File: config.mk
export PLATFORM = sky130hd
export DESIGN_NAME = video_core_config_ctrl
export DESIGN_NICKNAME = d
export VERILOG_FILES = /design/src/rtl/video_ctrl_pkg.sv /design/src/rtl/video_core_config_ctrl_debounce.sv /design/src/rtl/video_core_config_ctrl.sv
export SDC_FILE = /design/constraint.sdc
export NUM_CORES = 1
export LEC_CHECK = 0
export CORE_MARGIN = 1
export CORE_UTILIZATION = 60
export CTS_CLUSTER_SIZE = 25
export DETAILED_ROUTE_END_ITERATION = 16
export PLACE_DENSITY = 0.85
export SETUP_SLACK_MARGIN = 0.3
export SLEW_MARGIN = 10
export SYNTH_ARGS = -nofsm -noshare
export SYNTH_HDL_FRONTEND = slang
export SYNTH_HIERARCHICAL = 1
export SYNTH_SLANG_ARGS = --single-unit
export TNS_END_PERCENT = 20
File: constraint.sdc
create_clock -name sys_clk -period 5.3 [get_ports sys_clk]
set_clock_uncertainty 0.05 [all_clocks]
set_input_delay 1.59 -clock sys_clk [delete_from_list [all_inputs] [get_ports sys_clk]]
set_output_delay 1.59 -clock sys_clk [all_outputs]
set_load 0.05 [all_outputs]
File: src/rtl/video_ctrl_pkg.sv
// Shared types and constants for the video core
// configuration sequencer.
package video_ctrl_pkg;

  typedef enum logic [2:0] {
    IDLE,
    CAPTURE,
    WRITE,
    GAP,
    DONE
  } cfg_state_t;

  localparam logic CORE_BYPASS_ADDR = 1'b0;
  localparam int   AVS_DATA_W       = 32;

endpackage

File: src/rtl/video_core_config_ctrl_debounce.sv
// Two-flop synchroniser followed by a debouncer
// with one shared stability counter per vector.
module signal_debounce #(
  parameter int               WIDTH           = 1,
  parameter int               DEBOUNCE_CYCLES = 2,
  parameter logic [WIDTH-1:0] RST_VAL         = '0
) (
  input  logic             clk,
  input  logic             rst,
  input  logic [WIDTH-1:0] din,
  output logic [WIDTH-1:0] dout
);

  localparam int CW = $clog2(DEBOUNCE_CYCLES + 1);
  localparam logic [CW-1:0] LIM = CW'(DEBOUNCE_CYCLES);

  logic [WIDTH-1:0] s1;
  logic [WIDTH-1:0] s2;
  logic [WIDTH-1:0] s3;
  logic [CW-1:0]    cnt;
  logic [CW-1:0]    run;
  logic             accept;

  // Length of the current stable run; any change restarts it.
  always_comb begin
    run    = (s2 != s3) ? CW'(1) : cnt + CW'(1);
    accept = (s2 != dout) && (run >= LIM);
  end

  // Synchroniser chain and debounced value update.
  always_ff @(posedge clk or posedge rst) begin
    if (rst) begin
      s1   <= RST_VAL;
      s2   <= RST_VAL;
      s3   <= RST_VAL;
      dout <= RST_VAL;
      cnt  <= '0;
    end else begin
      s1 <= din;
      s2 <= s1;
      s3 <= s2;
      if (s2 == dout) begin
        cnt <= '0;
      end else if (accept) begin
        dout <= s2;
        cnt  <= '0;
      end else begin
        cnt <= run;
      end
    end
  end

endmodule

File: src/rtl/video_core_config_ctrl.sv
// Writes each core's bypass bit from debounced
// switches on key press, switch change or power-up.
import video_ctrl_pkg::*;

module video_core_config_ctrl #(
  parameter int NUM_CORE        = 4,
  parameter int DEBOUNCE_CYCLES = 1_000_000
) (
  input  logic                  sys_clk,
  input  logic                  sys_rst,
  input  logic                  key_n,
  input  logic [NUM_CORE-1:0]   sw,
  input  logic                  auto_en,
  output logic                  avs_address,
  output logic [AVS_DATA_W-1:0] avs_writedata,
  output logic [NUM_CORE-1:0]   avs_write,
  output logic                  busy,
  output logic [7:0]            update_cnt
);

  localparam int IW = (NUM_CORE > 1) ? $clog2(NUM_CORE) : 1;
  localparam logic [IW-1:0] LAST = IW'(NUM_CORE - 1);

  logic                key_db;
  logic                key_q;
  logic [NUM_CORE-1:0] sw_db;
  logic [NUM_CORE-1:0] sw_q;
  logic                press;
  logic                sw_chg;
  logic                trig;
  logic                pending;
  logic                pending_nx;
  logic                cap;
  cfg_state_t          state;
  cfg_state_t          state_nx;
  logic [IW-1:0]       idx;
  logic [IW-1:0]       idx_nx;
  logic [NUM_CORE-1:0] shadow;
  logic [NUM_CORE-1:0] shadow_nx;
  logic [7:0]          cnt_nx;

  signal_debounce #(
    .WIDTH          (1),
    .DEBOUNCE_CYCLES(DEBOUNCE_CYCLES),
    .RST_VAL        (1'b1)
  ) u_key_db (
    .clk (sys_clk),
    .rst (sys_rst),
    .din (key_n),
    .dout(key_db)
  );

  signal_debounce #(
    .WIDTH          (NUM_CORE),
    .DEBOUNCE_CYCLES(DEBOUNCE_CYCLES),
    .RST_VAL        ('0)
  ) u_sw_db (
    .clk (sys_clk),
    .rst (sys_rst),
    .din (sw),
    .dout(sw_db)
  );

  assign trig = press | (sw_chg & auto_en);

  // Next-state, shadow capture and completion count.
  always_comb begin
    state_nx  = state;
    idx_nx    = idx;
    shadow_nx = shadow;
    cnt_nx    = update_cnt;
    cap       = 1'b0;
    unique case (state)
      IDLE: begin
        if (pending | trig) begin
          state_nx = CAPTURE;
          cap      = 1'b1;
        end
      end
      CAPTURE: begin
        shadow_nx = sw_db;
        idx_nx    = '0;
        state_nx  = WRITE;
      end
      WRITE: state_nx = GAP;
      GAP: begin
        if (idx == LAST) begin
          state_nx = DONE;
        end else begin
          idx_nx   = idx + IW'(1);
          state_nx = WRITE;
        end
      end
      DONE: begin
        cnt_nx   = update_cnt + 8'd1;
        state_nx = IDLE;
      end
      default: state_nx = IDLE;
    endcase
    pending_nx = (pending | trig) & ~cap;
  end

  // Edge detect, pending flag and sequencer state.
  always_ff @(posedge sys_clk or posedge sys_rst) begin
    if (sys_rst) begin
      key_q      <= 1'b1;
      sw_q       <= '0;
      press      <= 1'b0;
      sw_chg     <= 1'b0;
      pending    <= 1'b1;
      state      <= IDLE;
      idx        <= '0;
      shadow     <= '0;
      update_cnt <= '0;
    end else begin
      key_q      <= key_db;
      sw_q       <= sw_db;
      press      <= key_q & ~key_db;
      sw_chg     <= (sw_q != sw_db);
      pending    <= pending_nx;
      state      <= state_nx;
      idx        <= idx_nx;
      shadow     <= shadow_nx;
      update_cnt <= cnt_nx;
    end
  end

  // Bus outputs decoded from state, idx and shadow.
  always_comb begin
    avs_address   = CORE_BYPASS_ADDR;
    avs_write     = '0;
    avs_writedata = '0;
    busy          = (state != IDLE);
    if (state == WRITE) begin
      avs_write     = NUM_CORE'(1) << idx;
      avs_writedata = AVS_DATA_W'(shadow[idx]);
    end
  end

endmodule
== Yosys cells after proc, flatten, opt, wreduce, memory -nomap -nowiden ==
Cells that the tools add are included.
Word-level totals
  flip-flop bits (word level): 85
  memories: 0
  bits in writable memories: 0
  logic and storage cells: 75
  latch bits: 0
  output and inout port bits: 46
  input bits: 8
  ROM bits: 0
Operators by class
  add/subtract/negate cells: 4
  equal/unequal tests: 14
  reduce and logical (&&, ||, !) cells: 8
  bitwise logic cells: 9
  divide/modulo/power cells: 0
  mux-type cells: 17
  $mul: 0
  shift-type cells: 1
  order comparisons: 3
Operators with widths (count)
  20-bit 2-to-1 mux: 6
  20-bit by 1-bit adder with 20-bit output (second input constant): 2
  20-bit greater-or-equal comparator (second input constant): 2
  4-bit != test: 3
  3-bit one-hot mux with 4 select lines: 1
  8-bit by 1-bit adder with 8-bit output (second input constant): 1
  3-bit by 2-bit equality test with 1-bit output (second input constant): 2
  3-bit 2-to-1 mux: 2
  2-bit AND reduction: 3
  4-bit equality test: 1
  1-bit 2-to-1 mux: 4
  4-bit 2-to-1 mux: 1
  2-bit != test (second input constant): 2
  1-bit inverter: 4
  2-bit one-hot mux with 2 select lines: 1
  1-bit by 2-bit << shifter with 4-bit output (first input constant): 1
  1-bit bitwise AND: 3
  3-bit by 1-bit equality test with 1-bit output (second input constant): 1
  3-bit equality test (second input constant): 1
  3-bit logical NOT: 1
  2-bit by 3-bit < comparator with 1-bit output (second input constant): 1
  3-bit nonzero test: 1
  2-bit by 1-bit adder with 2-bit output (second input constant): 1
  1-bit binary-select mux with 2-bit select: 1
  other kinds (7): 10

== Logic depth before layout (Yosys ltp) ==
Gate-level depths: netlist (run 1).
  depth after elaboration: 7
  gate-level depth with buffers: 10

== By module ==
Netlist (run 1), hierarchy kept.
By module, submodules not included
  signal_debounce (u_sw_db): area an instance 1746.7 um^2, cells an instance 158, sequential area each 900.9 um^2, times used 1
  signal_debounce (u_key_db): area an instance 1343.8 um^2, cells an instance 137, sequential area each 605.6 um^2, times used 1
  video_core_config_ctrl: area an instance 1332.5 um^2, cells an instance 118, sequential area each 628.1 um^2, times used 1

== Worst setup path before layout (run 1) ==
OpenSTA, ideal clock, no wires.
  kind: register to output
  start point: register idx[0]
  end point: output port avs_writedata[0]
  data required time: 3.660 ns
  cell stages (with the launch flop): 3
  data arrival time: 1.231 ns
  setup slack: 2.429 ns
  path through: dfrtp_1 > mux4_2 > and3_1
On the way
  word-level cells in the longest chain between the ends: 3
Ends and longest elaborated chain
  start: declaration: RTL line video_core_config_ctrl.sv:36  | logic [IW-1:0] idx;
  start signal: assignment: RTL line video_core_config_ctrl.sv:122  | idx <= idx_nx;
  1-bit binary-select mux with 2-bit select: RTL line video_core_config_ctrl.sv:136  | avs_writedata = AVS_DATA_W'(shadow[idx]);
  1-bit 2-to-1 mux (not written as such): RTL line video_core_config_ctrl.sv:136
  1-bit 2-to-1 mux: RTL line video_core_config_ctrl.sv:134  | if (state == WRITE) begin
  end: declaration: RTL line video_core_config_ctrl.sv:15  | output logic [AVS_DATA_W-1:0] avs_writedata,
Every way passes these cells. The select of a mux whose other input is x is not followed.

== Worst setup path after layout (run 1) ==
Ends and elaborated chain as after synthesis.

==> out/qor.yml, run 1 <==
status: "complete, no violations"
grt_max_degree: 32
ys_seq_area_share_pct: 48.26
fin_crit_sh_pct: 72.05
portBuffers: 21
grt_pass1_wl_um: 12680
rows: 30
post_cts_buffers: 0
worst_slack_ps: 1481
netlist_area_sq_mm: 0.004423
clock_latency_ps: 350
gr-total-overflow: 0
slowest_stage: "clkdlybuf4s50_1"
syn-mean-instance-area_sq_um: 10.71
slowest_delay_ps: 690
critical_path_class: "flip-flop to primary output"
cts_tree: "yes"
cts.clk_slew.worst_paths_ps: 80
grt_pass1_vias: 2739
layout_commonest_cell: "dfrtp_1"
place.detailed.hpwl_um: 5269
grt_usage_pct: 21.55
ys_ff_latch: 85
crit_buf_inv: 1
ff2ff_path_depth: 7
drive_gt1_share_pct: 13.90
drc: 0
p_per_area_mw_per_mm2: 272.0
cp_cell_sequence: "mux4_2, and3_1, clkdlybuf4s50_1"
h-tree-depth: 3
finalSetupTns_ps: 0
crit_required_ps: 3660
r2r_start: "u_key_db/cnt[2]"
io_pins: 54
multiInputGateArea_sq_mm: 0.002037
vdd_drop_max_mv: 0.1631
fillers: 508
critPathTopFamily: "buffers and inverters"
final_max_slew_viol_count: 0
antenna_found_initial: 0
register_area_sq_mm: 0.002135
finalSetupViolations: 0
whs_endpoint: "u_sw_db/s2[0]"
yosys_warnings: 6
cts_buffers: 9
postCtsResizedCells: 0
wl_per_cell_um: 13.96
cts.sinks: 85
hp-class: "flip-flop to flip-flop"
yosysUniqueCellTypes: 62
crit_path_end_kind: "primary output"
tightest_slew_ps: 1044
cts_root_buf: "clkbuf_8"
fmax_mhz: 261.9
power_mw: 1.310
die_h_um: 87.86
reg2reg_slack_ps: 2100
r2r_end: "u_key_db/cnt[5]"
min-delay-start: "u_sw_db/s1[0]"
crit_path_max_fanout: 4
mostFrequentLayoutCells: "dfrtp_1 (79), nor2_1 (33), conb_1 (32)"
core_area_sq_mm: 0.006944
routed_wl_um: 7469
start_kind: "flip-flop"
whs_path_depth: 0
synthArstFlopShare_pct: 100.0
dominantRegCellSynth: "dfrtp_1"
rsz0062_at_grt: "no"
final_hold_viol_count: 0
initial_core_util_pct: 63.69
synth-edff-count: 0
cap_violations: 0
cts_buffer_depth: 2
cts_hold_buffers: 0
viasPerCell: 5.378
firstDrtPassIters: 4
via_count: 2877
gp_congestion: 0.8399
areaGrowthSynthToFinish_pct: 8.911
p_leak_nw: 2.080
drt_iter0_drc: 202
drtAntennaViolNets: 0
relSlewSlack_pct: 29.95
synthCells: 413
fp.dieW_um: 87.86
critPathArrivalTime_ps: 2180
dp_worst_setup_slack_ps: 1876
fin_crit_ps: 3819
antennaDiodeCount: 0
finalNetCount: 449
die_area_sq_mm: 0.007719
## sequential cells by signal, summed over array words and instances (netlist names), 2 cells and up
signal        cells
state             3
u_sw_db/s2        4
update_cnt        8
u_sw_db/dout      4
idx               2
shadow            4
u_sw_db/cnt      20
sw_q              4
u_key_db/cnt     20
u_sw_db/s3        4
u_sw_db/s1        4
## report_power, final
group	switching, mW	total [mW]	internal (mW)	leakage [nW]
Sequential	0.00721	0.664	0.657	1.13
Clock	0.223	0.551	0.328	0.120
Combinational	0.0809	0.0954	0.0145	0.828
## cell usage after synthesis, types with 6 or more instances
master	n	area share, %
buf_4	34	5.8
xnor2_1	29	5.7
and3_1	10	1.4
ha_1	7	2.0
nand4_1	16	2.3
nand2_1	25	2.1
xor2_1	25	5.0
a21oi_1	7	0.79
nor3_1	16	1.8
dfrtp_1	79	45
dfstp_2	6	3.6
nor2_1	33	2.8
nand3_1	21	2.4
inv_1	14	1.2
## worst max path at each step
stage / to / cells past startpoint / start / slack [ps]
floorplan: avs_writedata[0] / 2 / idx[0] / 2430
global placement: avs_writedata[0] / 3 / idx[0] / 1890
detailed placement: avs_writedata[0] / 3 / idx[0] / 1880
CTS: avs_writedata[0] / 3 / idx[0] / 1460
global route: avs_writedata[0] / 3 / idx[0] / 1390
finish: avs_writedata[0] / 3 / idx[0] / 1480
## cell families (layout without fill, tap and decap cells)
family	after synthesis	count (layout)	synth area share, %
XOR/XNOR	54	54	10.69
flip-flops	85	85	48.26
AO/OA/AOI/OAI	38	38	6.563
AND/OR/NAND/NOR	157	157	20.25
multiplexers	13	13	3.847
buffers and inverters	58	53	8.317
adder cells (fa/ha/maj)	7	7	1.980
other	1	32	0.08478
## routing by layer
layer | track usage, % | up-vias | routed length (um)
met5 | 0 | - | 0
met1 | 27.76 | 1392 | 3393
met3 | 6.409 | 9 | 312
met2 | 35.52 | 67 | 3682
li1 | - | 1409 | -
met4 | 5.961 | 0 | 80
## per-stage QoR
step                std cells  util (%)  hold WS (ps)  area [sq um]
CTS                       535     69.37         315.8          4817
finish                    535     69.37         313.2          4817
floorplan                 444         -         281.2          4539
detailed placement        519     65.80         286.4          4569
global route              535     69.37         321.3          4817
global placement          519     65.80         293.8          4569
## area by class of cell
cell class                      instances  share of cell area [%]
Clock inverter                          5                   2.208
Sequential cell                        85                   44.31
Multi-Input combinational cell        301                   42.29
Tap cell                               96                   2.494
Inverter                               14                   1.091
Timing Repair Buffer                   23                   4.675
Clock buffer                           11                   2.935
Power figures use the tool's default switching activity.
==> run 2, diff against run 1 <==
--- a/config.mk
+++ b/config.mk
@@ -6,10 +6,10 @@
 export NUM_CORES = 1
 export LEC_CHECK = 0
 export CORE_MARGIN = 1
-export CORE_UTILIZATION = 60
+export CORE_UTILIZATION = 50
 export CTS_CLUSTER_SIZE = 25
 export DETAILED_ROUTE_END_ITERATION = 16
-export PLACE_DENSITY = 0.85
+export PLACE_DENSITY = 0.76
 export SETUP_SLACK_MARGIN = 0.3
 export SLEW_MARGIN = 10
 export SYNTH_ARGS = -nofsm -noshare
==> constraint.sdc (replaced) <==
create_clock -name sys_clk -period 3.5 [get_ports sys_clk]
set_clock_uncertainty 0.05 [all_clocks]
set_input_delay 1.05 -clock sys_clk [delete_from_list [all_inputs] [get_ports sys_clk]]
set_output_delay 1.05 -clock sys_clk [all_outputs]
set_load 0.05 [all_outputs]
==> run 2 against run 1 <==
Net effect:
- global-route usage is 2.9 points lower
- total power is 43% higher
- sequential power is 52% higher
- die area is 20% higher
- count of clock-buffer cells in the layout is 1 lower
- flip-flop and latch count stayed put
- non-clock buffer count is 3 higher
- combinational power is 54% higher
- final cell count is 2.2% higher
==> out/qor.yml, run 2 (same netlist as run 1, synthesis figures left out) <==
via_count: 2912
tightest_slew_ps: 935.2
gp_congestion: 0.8158
critPathArrivalTime_ps: 2170
crit_required_ps: 2400
io_pins: 54
fin_crit_sh_pct: 93.29
internal_power_mw: 1.372
relSlewSlack_pct: 37.58
grt_usage_pct: 18.62
finalSetupTns_ps: 0
start_kind: "flip-flop"
finalNetCount: 452
cap_violations: 0
slowest_stage: "clkdlybuf4s50_1"
die_area_sq_mm: 0.009227
vdd_drop_max_mv: 0.1739
cts_root_buf: "clkbuf_8"
cts_tree: "yes"
rsz0062_at_grt: "yes"
crit_path_max_fanout: 8
place.detailed.hpwl_um: 5338
fin_crit_ps: 3265
p_leak_nw: 2.100
mostFrequentLayoutCells: "dfrtp_1 (79), nor2_1 (33), conb_1 (32)"
fp.dieW_um: 96.06
gr-total-overflow: 0
finalSetupViolations: 0
crit_buf_inv: 1
routed_wl_um: 7651
hp-class: "flip-flop to flip-flop"
status: "complete, no violations"
final_max_slew_viol_count: 0
portBuffers: 21
drc: 0
cts.clk_slew.worst_paths_ps: 80
areaGrowthSynthToFinish_pct: 8.826
antenna_found_initial: 0
share_comb_of_total_power_pct: 7.8
clock_latency_ps: 360
drive_gt1_share_pct: 14.71
grt_pass1_vias: 2798
grt_pass1_wl_um: 12990
initial_core_util_pct: 52.77
core_area_sq_mm: 0.008382
slowest_delay_ps: 790
final_hold_viol_count: 0
firstDrtPassIters: 4
layout_commonest_cell: "dfrtp_1"
reg_top3: "u_key_db/cnt: 20 flops, u_sw_db/cnt: 20 flops, update_cnt: 8 flops"
h-tree-depth: 3
crit_path_end_kind: "primary output"
post_cts_buffers: 0
die_h_um: 96.06
clkPwrFrac_pct: 38.4
fin_area_sq_mm: 0.004813
critPathTopFamily: "buffers and inverters"
fmax_mhz: 306.3
seqPwrFrac_pct: 53.7
cts_buffer_depth: 2
drtAntennaViolNets: 0
drt_iter0_drc: 155
reg2reg_slack_ps: 670
p_per_area_mw_per_mm2: 388.9
switchingPower_mw: 0.4996
grt_max_degree: 37
dpl_cell_area_sq_mm: 0.004603
cts.sinks: 85
antennaDiodeCount: 0
viasPerCell: 5.324
wl_per_cell_um: 13.99
cts_buffers: 9
rows: 33
cp_cell_sequence: "nor2_1, and3_1, clkdlybuf4s50_1"
switching_share_pct: 26.69
critical_path_class: "flip-flop to primary output"
## run 2: cell types whose count changed in the layout (fill, tap and decap cells not counted)
cell,change
clkinv_4,+2
dlymetal6s2s_1,+1
inv_1,+1
clkdlybuf4s50_1,-2
clkinv_1,-1
buf_4,+3
clkbuf_1,-1
bufinv_16,-2
dlygate4sd2_1,+1
clkinvlp_4,+1
## run 2: layout make-up
| type | count | area (sq um) |
|---|---|---|
| fill | 669 | 3568 |
| sequential | 85 | 2135 |
| multi-input combinational | 301 | 2037 |
| timing repair buffer | 26 | 249.0 |
| clock buffer | 10 | 137.6 |
| tap | 105 | 131.4 |
| clock inverter | 6 | 71.32 |
| inverter | 14 | 52.55 |
## run 2: metrics by stage
step           worst slack [ps]  hold slack, ps  total power, mW  instances  util [%]
2_1_floorplan             801.7           281.2            1.173        444         -
3_3_place_gp              644.0           284.7            1.170        531     54.92
3_5_place_dp              592.3           284.7            1.173        531     54.92
4_1_cts                   202.2           306.5            1.892        547     57.40
5_1_grt                   100.6           315.3            1.950        547     57.43
6_report                  234.8           303.0            1.872        547     57.43
## run 2: what timing repair did
action | CTS | global route
hold endpoints to repair | 0 | 0
setup endpoints to repair | 5 | 5
resized for setup | 1 | 1
gates cloned | 0 | 0
hold buffers | 0 | 0
## run 2: final timing paths
path	cells after the start	to	startpoint
setup / recovery	3	avs_write[1]	state[0]
hold / removal	0	u_sw_db/s2[1]	u_sw_db/s1[1]
setup reg to reg	8	u_key_db/cnt[3]	u_key_db/cnt[2]
hold reg to reg	0	u_sw_db/s2[1]	u_sw_db/s1[1]
max in group asynchronous	2	shadow[2]	sys_rst
min in group asynchronous	3	u_sw_db/dout[1]	sys_rst
## run 2: power groups by stage
stage          Clock (mW)  Sequential, mW  Combinational [mW]
2_1_floorplan           0            1.02               0.152
3_3_place_gp            0            1.02               0.145
3_5_place_dp            0            1.03               0.148
4_1_cts             0.738            1.01               0.148
5_1_grt             0.782            1.01               0.161
6_report            0.720            1.01               0.147
## run 2: metal layers
layer / share of wire [%] / global-route usage (%)
met2: 48 / 30.20
met3: 3.8 / 3.555
met4: 1.8 / 8.458
met1: 46 / 24.11
met5: 0 / 0
